===== src/rtl/ws2812_string_ctrl.sv =====
// WS2812 string controller: pixel buffer plus periodic frame refresh
// in buffer, chase, fill or off mode, one pixel at a time to ws2812_tx.
module ws2812_string_ctrl #(
    parameter real F_CLK  = 48e6,
    parameter int  N_LEDS = 8,
    parameter real T_WAIT = 250e-3,
    localparam int AW     = $clog2(N_LEDS)
) (
    input  logic          clk,
    input  logic          rst,
    input  logic          we,
    input  logic [AW-1:0] waddr,
    input  logic [23:0]   wdata,
    input  logic [1:0]    mode,
    input  logic [23:0]   chase_color,
    output logic          px_start,
    output logic [23:0]   px_data,
    input  logic          px_busy,
    output logic          frame_done,
    output logic [AW-1:0] chase_pos
);

    // Ceiling of the wait product, tolerant of floating-point noise.
    localparam real WAIT_R = T_WAIT * F_CLK;
    localparam int  WAIT_T = $rtoi(WAIT_R);
    localparam int  N_WAIT = (real'(WAIT_T) < WAIT_R - 1e-6) ? WAIT_T + 1 : WAIT_T;
    localparam int  CW     = $clog2(N_WAIT + 1);

    localparam logic [AW-1:0] LAST    = AW'(N_LEDS - 1);
    localparam logic [CW-1:0] CNT_TOP = CW'(N_WAIT - 1);

    localparam logic [1:0] M_BUF   = 2'd0;
    localparam logic [1:0] M_CHASE = 2'd1;
    localparam logic [1:0] M_FILL  = 2'd2;

    typedef enum logic [1:0] {S_WAIT, S_LOAD, S_START, S_BUSY} state_t;

    state_t        state, state_n;
    logic [CW-1:0] cnt;
    logic [AW-1:0] idx;
    logic [1:0]    frame_mode;
    logic [23:0]   mem [N_LEDS];
    logic [23:0]   src;
    logic          cnt_last, idx_last;
    logic          frame_go, frame_end, px_next;

    // Host write port; out-of-range addresses are dropped.
    always_ff @(posedge clk) begin
        if (we && waddr <= LAST) mem[waddr] <= wdata;
    end

    // State register.
    always_ff @(posedge clk or posedge rst) begin
        if (rst) state <= S_WAIT;
        else     state <= state_n;
    end

    // Next-state logic and per-cycle control strobes.
    always_comb begin
        state_n   = state;
        cnt_last  = (cnt == CNT_TOP);
        idx_last  = (idx == LAST);
        frame_go  = 1'b0;
        frame_end = 1'b0;
        px_next   = 1'b0;
        unique case (state)
            S_WAIT: begin
                if (cnt_last) begin
                    frame_go = 1'b1;
                    state_n  = S_LOAD;
                end
            end
            S_LOAD:  state_n = S_START;
            S_START: state_n = S_BUSY;
            S_BUSY: begin
                if (!px_busy) begin
                    frame_end = idx_last;
                    px_next   = !idx_last;
                    state_n   = idx_last ? S_WAIT : S_LOAD;
                end
            end
            default: state_n = S_WAIT;
        endcase
    end

    // Pixel source for the current index under the latched frame mode.
    always_comb begin
        src = '0;
        unique case (frame_mode)
            M_BUF:   src = mem[idx];
            M_CHASE: src = (idx == chase_pos) ? chase_color : '0;
            M_FILL:  src = chase_color;
            default: src = '0;
        endcase
    end

    // Counters, frame latches and registered outputs.
    always_ff @(posedge clk or posedge rst) begin
        if (rst) begin
            cnt        <= '0;
            idx        <= '0;
            frame_mode <= M_BUF;
            chase_pos  <= LAST;
            px_start   <= 1'b0;
            px_data    <= '0;
            frame_done <= 1'b0;
        end else begin
            frame_done <= frame_end;
            px_start   <= (state == S_LOAD) || (state == S_START);
            if (state == S_WAIT) cnt <= cnt_last ? '0 : cnt + 1'b1;
            if (frame_go) begin
                frame_mode <= mode;
                idx        <= '0;
                if (mode == M_CHASE)
                    chase_pos <= (chase_pos == LAST) ? '0 : chase_pos + 1'b1;
            end
            if (px_next) idx <= idx + 1'b1;
            if (state == S_LOAD) px_data <= src;
        end
    end

endmodule


===== config.mk =====
export PLATFORM = sky130hd
export DESIGN_NAME = ws2812_string_ctrl
export DESIGN_NICKNAME = d
export VERILOG_FILES = /design/src/rtl/ws2812_string_ctrl.sv
export SDC_FILE = /design/constraint.sdc
export NUM_CORES = 1
export LEC_CHECK = 0
export ABC_AREA = 1
export CORE_MARGIN = 3
export CORE_UTILIZATION = 58
export CTS_CLUSTER_SIZE = 12
export DETAILED_ROUTE_END_ITERATION = 6
export PLACE_DENSITY = 0.79
export SYNTH_ARGS = -nofsm -noshare
export SYNTH_HDL_FRONTEND = slang
export SYNTH_SLANG_ARGS = --single-unit

===== constraint.sdc =====
create_clock -name clk -period 2.4 [get_ports clk]
set_input_delay 0.48 -clock clk [delete_from_list [all_inputs] [get_ports clk]]
set_output_delay 0.48 -clock clk [all_outputs]
set_load 0.02 [all_outputs]

==> out/summary.md <==
Setup repair after global routing left no endpoint under its margin. The critical path goes through clkdlybuf4s50_1. The count of buffers added on input and output ports is 85.

TritonCTS built the clock tree. The repair_antennas step left the layout with diodes totalling 0. The tools report the core box area as 0.01883 mm2. The minimum clock period after layout is 2.197 ns, and the maximum buffer depth of the clock tree is 3. Total count of hold-check failures in the final report: 0.

The logs give 0.01079 ns for the worst-case clock skew and 1360 for the filler cell count in the final layout. For this design the top-level I/O count stands at 86. Fraction of final layout cells with drive strength greater than 1: 0.07109. For the total of hold buffers inserted after clock tree synthesis, the log shows 0. Summing every instance area after synthesis gives 0.01122 mm2. The weighted congestion reported at the end of routability-driven placement was 0.8068. Summed over all nets, the half-perimeter wirelength after detailed placement is 14.80 mm.

After technology mapping, the gate count stands at 1163. Relative to the synthesized area, the layout overhead comes to 17.67%. Summed over all nets, the switching power comes to 1.735 mW.

For the number of pins with negative max-slew slack in the final report, the log shows 0. The logs give 33 for the distinct cell type count after synthesis and 5.589 nW for the leakage dissipation. In this run the remaining antenna-violating nets after routing total 0. The number of buffers inserted during clock tree synthesis is 26, and the final net count is 1314.

The run gives 1 as the H-tree level count. After clock tree synthesis, the clock-pin slew on the worst setup and hold paths is 0.06 ns. Required time of the worst setup path: 1.92 ns. The setup path with the least slack is of type reg2out. Sequential cell fraction of total power: 0.541. Yosys printed 0 warnings. The via count normalized by instance count works out to 5.211. The class of the tightest hold or removal check was in2async.

The share of power burned in combinational logic came out at 0.032. The run gives 0.6479 as the sequential area share after synthesis. The worst relative slew slack is 0.3779, and the global-route wire length before repair is 38.85 mm. The post-cts resize count was 0; the global-route total usage across every layer was 0.2269. The clock net in this run drives a total of 252 sinks. The post-place setup slack was 0.4502 ns; the maximum VDD drop was 0.5538 mV. The slowest stage of the critical path is the clkdlybuf4s50_1 cell.

Total power divided by cell area: 678.1 mW/mm2. The tools report the total via count in the routed design as 7952. The flow ran to the end, and the final reports show no timing, DRC or antenna violations. The run gives 1229 as the number of nets in the synthesized netlist. Worst path buffer plus inverter count: 1. The effective utilization at floorplan was 0.5959. The vertical extent of the die was 145.1 um.

The tool flagged a number of max-cap violations equal to 0. After global routing the overflow that remains totals 0. The violation count after the first detailed-route iteration came out at 609. Entering global routing, the biggest net connects 68 pins. Root buffer selected by CTS: clkbuf_16.

The worst setup path is launched from a register. Routed length per placed instance: 15.75 um. For this run, design rule violations remaining after detail routing come to 0. The endpoint arrival time on the critical path was 1.72 ns. The run gives 0 as the number of antenna violations at the first check in global routing. The largest driver fanout on the critical path is 6. The period utilization came out at 0.9153. The first TritonRoute pass finished after 5 iterations.

The total power draw was 8.954 mW. The number of placement rows was 50; the clock network fraction of total power was 0.427. The capturing element type of the critical path is an output port. Flop and latch count out of synthesis: 252.

The die covers 0.02105 mm2. The worst path meets setup with 0.2032 ns of slack. The final number of setup-violating endpoints is 0.

The biggest cell delay along the critical path was 0.62 ns; the via count of the first global-routing pass was 7720. Cell internal power was estimated by the tool at 7.219 mW. The synthesized area per cell is 9.649 um2. In this design, the largest share of critical-path delay is due to buffers and inverters. Clock latency on the worst-skew pair, taken at its later pin, is 0.52 ns. The net switching share of the total power was 0.1938; the slew at the pin closest to its max-slew limit was 0.9322 ns. Summing all flip-flop and latch instances after layout gives 0.007273 mm2. The final wirelength came out at 24.03 mm. In the final layout, the multi-input gates occupy 0.003347 mm2. Based on the critical path, the design can be clocked at up to 455.2 MHz. Buffers added to address setup during post-CTS repair amount to 0. In the final timing run, aggregate negative setup slack is 0 ns. The tools report the worst hold slack after final layout as 0.3452 ns.

The x dimension of the die works out to 145.1 um.
[final cells by class]
cell class,instances,share of cell area
repair buffers,107,0.08262
multi-input cells,764,0.2535
well taps,260,0.02464
clock buffers,40,0.05486
clock inverters,6,0.005875
flip-flops and latches,252,0.5508
inverters,97,0.02776
[state kept, by name, summed over array words and instances (netlist names), 2 cells and up]
register,flops
mem,192
cnt,24
px_data,24
chase_pos,3
idx,3
frame_mode,2
state,2
[per-stage QoR]
stage               utilization  instance area (um2)  std cells
floorplan                     -                11220       1163
global placement         0.6587                12400       1480
detailed placement       0.6587                12400       1480
CTS                      0.7013                13210       1526
global route             0.7013                13210       1526
finish                   0.7013                13210       1526
[Yosys cell counts]
master,instances,area (um2)
nand4_1,13,81.33
ha_1,9,112.6
nor2_1,47,176.4
buf_2,20,100.1
dfstp_2,3,78.83
nand3_1,137,685.7
nor3_1,4,20.02
nand2_1,511,1918
xnor2_1,3,26.28
inv_4,1,6.260
o21ai_0,7,35.03
o21bai_1,1,7.510
nor2_2,6,37.54
inv_1,94,352.8
nand2_2,4,25.02
nor3_2,1,10.01
and3_2,1,7.510
clkbuf_1,16,60.06
a211o_1,1,8.760
nor2_8,1,20.02
a21oi_1,3,15.01
edfxtp_1,192,5766
inv_2,2,7.510
xor2_1,6,52.55
dfrtp_1,57,1426
or2_4,1,8.760
buf_4,10,75.07
buf_6,1,11.26
a31oi_1,2,12.51
buf_1,3,11.26
nand3_2,1,10.01
nor2_4,3,33.78
nand2_4,2,22.52
[cells in the final DEF (no fill, tap or decap), drive strengths merged]
cell type / instances
a211o: 1
a21oi: 3
a31oi: 2
and3: 1
buf: 22
bufinv: 2
clkbuf: 40
clkdlybuf4s50: 85
clkinv: 4
dfrtp: 57
dfstp: 3
edfxtp: 192
ha: 9
inv: 97
nand2: 517
nand3: 138
nand4: 13
nor2: 57
nor3: 5
o21ai: 7
o21bai: 1
or2: 1
xnor2: 3
xor2: 6
[power groups by stage]
| stage | Sequential (mW) | Clock, mW | Combinational [mW] |
|---|---|---|---|
| after floorplan | 4.93 | 0 | 0.0962 |
| after detailed placement | 4.93 | 0 | 0.286 |
| final | 4.84 | 3.83 | 0.287 |
| after global routing | 4.85 | 4.06 | 0.317 |
| after global placement | 4.92 | 0 | 0.280 |
| after CTS | 4.84 | 3.88 | 0.289 |
[final timing paths]
| check | cells past startpoint | slack, ns | to | startpoint |
|---|---|---|---|---|
| min | 3 | 0.35 | px_data[16] | rst |
| max | 1 | 0.20 | chase_pos[0] | chase_pos[0] |
| min reg2reg | 2 | 0.48 | px_data[10] | px_data[10] |
| max reg2reg | 9 | 0.48 | px_data[9] | idx[0] |
| max in group asynchronous | 3 | 1.75 | chase_pos[2] | rst |
| min in group clk | 2 | 0.48 | px_data[10] | px_data[10] |
[cells by family (layout without fill, tap and decap cells)]
logic type | Yosys count | in the layout | share of synthesized area
AO/OA/AOI/OAI | 14 | 14 | 0.007024
XOR/XNOR | 9 | 9 | 0.007025
adder cells (fa/ha/maj) | 9 | 9 | 0.01003
buffers and inverters | 147 | 250 | 0.05564
flip-flops | 252 | 252 | 0.6479
AND/OR/NAND/NOR | 732 | 732 | 0.2724
[metal layers]
layer  wire length [um]  track usage  share of wire
met5                  0            0              0
met2              11780       0.3885           0.49
met1              10280       0.3046           0.43
met4                444      0.06315          0.018
met3               1530      0.03623          0.064
Note: power is estimated with default switching activity, not from simulation.
